[config.mk]
export PLATFORM = sky130hd
export DESIGN_NAME = inertial_ptch_src
export DESIGN_NICKNAME = d
export VERILOG_FILES = /design/src/rtl/inertial_ptch_src.sv
export SDC_FILE = /design/constraint.sdc
export NUM_CORES = 1
export LEC_CHECK = 0
export BUFFER_PORTS_ARGS = -buffer_cell sky130_fd_sc_hd__buf_2
export CORE_UTILIZATION = 50
export CTS_BUF_LIST = sky130_fd_sc_hd__clkbuf_8
export DETAILED_ROUTE_END_ITERATION = 8
export PLACE_DENSITY = 0.71
export SLEW_MARGIN = 20
export SYNTH_ARGS = -nofsm -noshare
export SYNTH_HDL_FRONTEND = slang
export SYNTH_SLANG_ARGS = --single-unit
[constraint.sdc]
create_clock -name clk -period 5.1 [get_ports clk]
set_input_delay 0 -clock clk [delete_from_list [all_inputs] [get_ports clk]]
set_output_delay 0 -clock clk [all_outputs]
set_load 0.02 [all_outputs]
[src/rtl/inertial_ptch_src.sv]
// inertial_ptch_src: configures the IMU over the SPI handshake, then reads the
// gyro pitch rate and Z-accel on each data-ready and integrates a pitch estimate.
// Build option: define PTCH_ACC_FUSION_EN to nudge the integrator toward the
// accel-derived pitch; undefined gives pure gyro integration.
module inertial_ptch_src #(
   parameter int unsigned INIT_WAIT_W    = 16,
   parameter logic [15:0] PTCH_RT_OFFSET = 16'h0050
) (
   input  logic        clk,
   input  logic        rst,
   input  logic        INT,
   input  logic        done,
   input  logic [15:0] rd_data,
   output logic        wrt,
   output logic [15:0] cmd,
   output logic [15:0] ptch_rt,
   output logic [15:0] ptch,
   output logic        vld
);

   localparam int unsigned ACC_W = 27;

   typedef enum logic [3:0] {
      PWR_WAIT, INIT1, INIT2, INIT3, WAIT_INT,
      RD_RTL, RD_RTH, RD_AZL, RD_AZH, UPDATE
   } state_t;

   state_t                   r_state;
   logic [INIT_WAIT_W-1:0]   r_timer;
   logic                     r_int_s1, r_int_s2;
   logic                     r_wrt;
   logic [15:0]              r_cmd;
   logic [7:0]               r_rtl, r_rth, r_azl, r_azh;
   logic [15:0]              r_ptch_rt;
   logic [15:0]              r_ptch;
   logic signed [ACC_W-1:0]  r_ptch_int;
   logic                     r_vld;

   logic                     w_done_ok;
   logic [15:0]              w_rt;
   logic signed [ACC_W-1:0]  w_fusion;
   logic signed [ACC_W-1:0]  w_int_nxt;
   logic                     w_unused_hi;

   // A done is only meaningful once the start strobe has gone back low.
   assign w_done_ok   = done & ~r_wrt;
   assign w_rt        = {r_rth, r_rtl} - PTCH_RT_OFFSET;
   assign w_unused_hi = ^rd_data[15:8];

`ifdef PTCH_ACC_FUSION_EN
   logic signed [25:0] w_prod;
   logic signed [15:0] w_ptch_acc;
   logic               w_unused_acc;

   // Accel pitch: AZ scaled by 327/8192, then a fixed +/-1024 pull toward it.
   assign w_prod       = $signed({r_azh, r_azl}) * $signed(10'sd327);
   assign w_ptch_acc   = {{3{w_prod[25]}}, w_prod[25:13]};
   assign w_unused_acc = ^w_prod[12:0];
   assign w_fusion     = ($signed(w_ptch_acc) > $signed(r_ptch)) ?
                         ACC_W'(1024) : -ACC_W'(1024);
`else
   logic w_unused_az;

   // AZ is still read so the SPI sequence is unchanged, but it is not used.
   assign w_unused_az = ^{r_azh, r_azl};
   assign w_fusion    = '0;
`endif

   assign w_int_nxt = r_ptch_int - {{(ACC_W-16){w_rt[15]}}, w_rt} + w_fusion;

   assign wrt     = r_wrt;
   assign cmd     = r_cmd;
   assign ptch_rt = r_ptch_rt;
   assign ptch    = r_ptch;
   assign vld     = r_vld;

   // Sequencer: power-up wait, IMU init, then one four-read burst per data-ready.
   always_ff @(posedge clk or posedge rst) begin
      if (rst) begin
         r_state    <= PWR_WAIT;
         r_timer    <= '0;
         r_int_s1   <= 1'b0;
         r_int_s2   <= 1'b0;
         r_wrt      <= 1'b0;
         r_cmd      <= '0;
         r_rtl      <= '0;
         r_rth      <= '0;
         r_azl      <= '0;
         r_azh      <= '0;
         r_ptch_rt  <= '0;
         r_ptch     <= '0;
         r_ptch_int <= '0;
         r_vld      <= 1'b0;
      end else begin
         r_int_s1 <= INT;
         r_int_s2 <= r_int_s1;
         r_wrt    <= 1'b0;
         r_vld    <= 1'b0;
         case (r_state)
            PWR_WAIT: begin
               r_timer <= r_timer + INIT_WAIT_W'(1);
               if (&r_timer) begin
                  r_state <= INIT1;
                  r_wrt   <= 1'b1;
                  r_cmd   <= 16'h0D02;
               end
            end
            INIT1: if (w_done_ok) begin
               r_state <= INIT2;
               r_wrt   <= 1'b1;
               r_cmd   <= 16'h1160;
            end
            INIT2: if (w_done_ok) begin
               r_state <= INIT3;
               r_wrt   <= 1'b1;
               r_cmd   <= 16'h1060;
            end
            INIT3: if (w_done_ok) begin
               r_state <= WAIT_INT;
            end
            WAIT_INT: if (r_int_s2) begin
               r_state <= RD_RTL;
               r_wrt   <= 1'b1;
               r_cmd   <= 16'hA200;
            end
            RD_RTL: if (w_done_ok) begin
               r_rtl   <= rd_data[7:0];
               r_state <= RD_RTH;
               r_wrt   <= 1'b1;
               r_cmd   <= 16'hA300;
            end
            RD_RTH: if (w_done_ok) begin
               r_rth   <= rd_data[7:0];
               r_state <= RD_AZL;
               r_wrt   <= 1'b1;
               r_cmd   <= 16'hAC00;
            end
            RD_AZL: if (w_done_ok) begin
               r_azl   <= rd_data[7:0];
               r_state <= RD_AZH;
               r_wrt   <= 1'b1;
               r_cmd   <= 16'hAD00;
            end
            RD_AZH: if (w_done_ok) begin
               r_azh   <= rd_data[7:0];
               r_state <= UPDATE;
            end
            UPDATE: begin
               r_ptch_rt  <= w_rt;
               r_ptch_int <= w_int_nxt;
               r_ptch     <= w_int_nxt[26:11];
               r_vld      <= 1'b1;
               r_state    <= WAIT_INT;
            end
            default: r_state <= PWR_WAIT;
         endcase
      end
   end

endmodule

# Yosys cells after proc, flatten, opt, wreduce, memory -nomap -nowiden

Index checks and enable logic that the tools add are counted.

Input bits: 20
Logic and storage cells: 66
Register bits: 115

Bitwise gates (word level): 2
Equality and inequality tests: 18
$add $sub $neg: 3
Muxes and demuxes: 23
Reduce and logical (&&, ||, !) cells: 8

Operators by type and width:

| kind                                                                  | number |
|---|---|
| 16-bit two-way mux                                                    | 7 |
| 16-bit case mux with 7 select lines                                   | 1 |
| 4-bit case mux with 10 select lines                                   | 1 |
| 4-bit two-way mux                                                     | 9 |
| 27-bit subtractor                                                     | 1 |
| 2-bit inequality test (second input constant)                         | 9 |
| 16-bit by 1-bit adder with 16-bit output (second input constant)      | 1 |
| 4-bit by 3-bit == test with 1-bit output (second input constant)      | 4 |
| 16-bit AND reduction                                                  | 1 |
| 16-bit by 7-bit subtractor with 16-bit output (second input constant) | 1 |
| 9-bit AND reduction                                                   | 1 |
| 4-bit by 2-bit == test with 1-bit output (second input constant)      | 2 |
| 4-bit == test (second input constant)                                 | 2 |
| 8-bit AND reduction                                                   | 1 |
| 7-bit nonzero test                                                    | 1 |
| 5-bit OR reduction                                                    | 1 |
| 4-bit by 1-bit == test with 1-bit output (second input constant)      | 1 |
| 4-bit zero test                                                       | 1 |
| 1-bit two-way mux                                                     | 4 |
| 2-bit AND reduction                                                   | 2 |
| 1-bit case mux with 3 select lines                                    | 1 |
| 1-bit AND                                                             | 1 |
| 1-bit NOT                                                             | 1 |

# Longest topological paths before layout

Depth in word-level cells: 4
Mapped depth: 15

# Worst setup path after synthesis

No wires, ideal clock.

Path kind: reg2reg
Start point: register r_rtl[4]
End point: register r_ptch[6], in the netlist ptch[6]
Data required time: 5021 ps
Path slack: 2039 ps
Data arrival time: 2982 ps
Cell stages (with the launch flop): 14
Buffers on the path: 0
Cells stage by stage: dfrtp_1 inv_1 ha_1 and2b_4 nor2_1 xnor2_1 ha_1 a21o_1 a2111o_1 o2111ai_2 a21oi_1 nor3_4 mux2i_1 xor2_1

Longest elaborated chain between the ends: 2

RTL lines:

| element                                       | RTL line | source |
|---|---|---|
| start, declared                               | 33       | `logic [7:0] r_rtl, r_rth, r_azl, r_azh;` |
| start signal, assigned                        | 127      | `r_rtl <= rd_data[7:0];` |
| 16-bit by 7-bit subtractor with 16-bit output | 47       | `assign w_rt = {r_rth, r_rtl} - PTCH_RT_OFFSET;` |
| via w_rt[4]                                   | 40       | `logic [15:0] w_rt;` |
| 27-bit subtractor                             | 69       | `assign w_int_nxt = r_ptch_int - {{(ACC_W-16){w_rt[15]}}, w_rt} + w_fusion;` |
| end signal, assigned                          | 151      | `r_ptch <= w_int_nxt[26:11];` |
| end, declared                                 | 35       | `logic [15:0] r_ptch;` |

The timed path passes the listed nets, and every way through them passes these cells.
A chain may end at the register's enable or synchronous reset.

# Final worst setup path

Start point: register r_rtl[4]
End point: register r_ptch[4], in the netlist ptch[4]

Same word-level chain as after synthesis.

==> summary.md <==
| Metric | Value |
|---|---|
| Root buffer cell | clkbuf_8 |
| Worst-Skew Late Latency | approximately 0.36 ns |
| DR DRC count | 0 |
| Final Max Tran Viols | 0 |
| R2R Setup Slk | 1.64 ns |
| Initial Utilization | between 50% and 60% |
| WL final | 10,200 um |
| Post-cts resize count | 0 |
| Max clock buf depth | 2 |
| Most instantiated library cell after synthesis | dfrtp_1 |
| Largest cells by area after synthesis | dfrtp_1 43%, xnor2_1 5.7%, nand2_1 5.1% |
| Die ar. | 10,800 um2 |
| Post-CTS Setup Bufs | 0 |
| Reg-to-Reg Start | r_rtl[4]$_DFFE_PP0P_ |
| FMAX | about 0.29 GHz |
| Ys Warns | 0 |
| Wirelength per Cell | about 14 um |
| Critical Path AT | 3.75 ns |
| Global route overflow | 0 |
| Crit-path max FO | 7 |
| #FFs+latches synth | 89 |
| Vias in the first global route | 3,810 |
| Layout Area Growth over Synthesis | 9.03% |
| Row cnt | 36 |
| Final setup viols | 0 |
| Leakage | 0.00277 uW |
| Pre-antenna DRT Iters | 4 |
| Post-synth EDFFs | 0 |
| Layout cells sized above 1 | between 10% and 20% |
| Post-route design area | between 5000 and 6000 um2 |
| Post-synthesis sequential area ratio | 42.7% |
| DRT antenna net count | 0 |
| Top FF cell, synth | dfrtp_1 |
| CTS tree | yes |
| Buffers on Ports | between 50 and 60 |
| Syn Std Cell Area | 5210 um2 |
| Die outline width | between 100 and 150 um |
| Dpl hpwl | 7290 um |
| Hold WC Path Type | in2async |
| Die Ht | roughly 100 um |
| Startpoint Class | register |
| Nets | 617 |
| Pwr/cell area | approximately 210 nW/um2 |
| H-tree depth | 3 |
| # diodes | 0 |
| Top-area cell type share of the netlist area | ~43% |
| Synth top cells by count | 89 x dfrtp_1, 71 x nand2_1, 41 x o21ai_0 |
| Post-synthesis cell count | about 550 |
| Antenna violations before repair | 0 |
| Hold Vio Cnt, Final | 0 |
| I/O pins | 70 |
| Clock transition at path regs | about 0.090 ns |
| R2r endpoint | ptch[4]$_DFFE_PP0P_ |
| Yosys cell types | between 60 and 70 |
| RSZ-0062 raised after global routing | false |
| Max cap viols | 0 |
| FF/Latch Area | 2230 um2 |
| Placement-stage cell area | around 5400 um2 |
| Multi-input logic area | 2660 um2 |
| Reg2Reg Depth | 13 |
| Starting DRT DRC Count | between 150 and 200 |
| CP Capture Type | register |
| Fillers | ~890 |
| Worst Max-Slew Pin Slew | between 0.8 and 0.9 ns |
| Largest net degree at the start of global routing | 67 |
| Period minus WS final | roughly 3.5 ns |
| Mean area per synthesized cell | 9.46 um2 |
| Via density | 5.41 |
| Tot GR Track Use | between 20% and 30% |
| Cts hold-fix bufs | 10 |
| Slew HR | roughly two fifths |
| Maximum vdd drop | around 0.00015 V |
| Routed vias | roughly 4,000 |
| Inserted Clock Buffers | 9 |
| Setup TNS | 0 ns |
| Placer congestion estimate | approximately 0.87 |
| Final Skew | roughly 0.007 ns |
| Post-synth ARST share | between 90% and 100% |
| First-pass GRT wire length | 17,800 um |
| Final Cycle Share | between 60% and 70% |
| Largest area contributor in the synthesized netlist | dfrtp_1 |
| WS Path Type | reg2reg |
| Critical Path RT | between 5 and 6 ns |
| Status | completed |
| CORE AREA | roughly 10000 um2 |
| TritonCTS Sinks | a little under 90 |
==> cell usage in the layout (no fill, tap or decap), drive strengths merged, types with 7 or more instances in the layout <==
master | netlist | routed
a31oi | 9 | 9
nand3 | 17 | 17
inv | 16 | 17
nor4 | 7 | 7
dfrtp | 89 | 89
o31ai | 9 | 9
or3 | 15 | 15
nor3 | 14 | 14
xnor2 | 34 | 34
ha | 11 | 11
xor2 | 18 | 18
nand2 | 71 | 71
buf | 31 | 57
nor2 | 34 | 34
a21oi | 12 | 12
mux2i | 10 | 10
mux2 | 17 | 17
dlygate4sd3 | 0 | 10
clkbuf | 18 | 9
o21ai | 43 | 43
==> sequential cells by signal, indices dropped and copies added (netlist names) <==
signal	count
cmd	6
ptch	16
ptch_rt	16
r_int_s1	1
r_int_s2	1
r_ptch_int	11
r_rth	8
r_rtl	8
r_state	4
r_timer	16
vld	1
wrt	1
==> cell type report <==
| type | instances | area share [%] |
|---|---|---|
| Inverter | 16 | 1.08 |
| Multi-Input combinational cell | 402 | 46.8 |
| Tap cell | 133 | 2.93 |
| Sequential cell | 89 | 39.2 |
| Timing Repair Buffer | 67 | 6.87 |
| Clock inverter | 7 | 0.969 |
| Clock buffer | 9 | 2.18 |
==> where the power goes <==
group	switching, uW	internal [uW]	total [uW]
Sequential	0.190	706	706
Clock	269	181	450
Combinational	20.6	9.02	29.6
Total	290	896	1190
==> stage by stage <==
stage	power, uW	utilization (%)	hold WS, ns	instances	setup slack [ns]
2_1_floorplan	738	-	0.0314	556	2.04
3_3_place_gp	745	54.3	-0.00330	697	1.67
3_5_place_dp	745	54.3	0.00193	697	1.64
4_1_cts	1200	57.1	0.147	723	1.61
5_1_grt	1230	57.1	0.181	723	1.42
6_report	1190	57.1	0.147	723	1.64
==> critical path, cell delays in order, from the launching register on <==
cell and delay [ns]:
dfrtp_1 0.46, inv_1 0.07, ha_1 0.23, and2b_4 0.29
nor2_1 0.05, xnor2_1 0.20, ha_1 0.31, a21o_1 0.21
a2111o_1 0.42, o2111ai_2 0.13, a21oi_1 0.16, nor3_4 0.42
mux2i_1 0.27, xor2_1 0.15
==> worst max path at each step <==
stage,startpoint,endpoint,slack [ns],cells past startpoint
2_1_floorplan,r_rtl[4]$_DFFE_PP0P_,ptch[6]$_DFFE_PP0P_,2.04,13
3_3_place_gp,r_rtl[4]$_DFFE_PP0P_,ptch[6]$_DFFE_PP0P_,1.67,13
3_5_place_dp,r_rtl[4]$_DFFE_PP0P_,ptch[4]$_DFFE_PP0P_,1.64,13
4_1_cts,r_rtl[4]$_DFFE_PP0P_,ptch[4]$_DFFE_PP0P_,1.61,13
5_1_grt,r_rtl[4]$_DFFE_PP0P_,ptch[14]$_DFFE_PP0P_,1.42,13
6_report,r_rtl[4]$_DFFE_PP0P_,ptch[4]$_DFFE_PP0P_,1.64,13
==> per-layer routing <==
layer	vias up	wire length [um]	GRT usage [%]	share of wire, %
met2	93	4780	32.6	47
met5	-	0	0	0
met4	0	191	8.78	1.9
li1	1978	-	-	-
met3	17	443	3.38	4.4
met1	1826	4760	26.7	47
==> cells by family after synthesis <==
logic type | synth area share [%]
compound gates | 13.3
xor+xnor | 9.17
fa+ha+maj | 3.22
buf+inv | 6.63
flops | 42.7
mux | 5.59
other cells | 0.0720
simple gates | 19.3
Power figures use the tool's default switching activity.
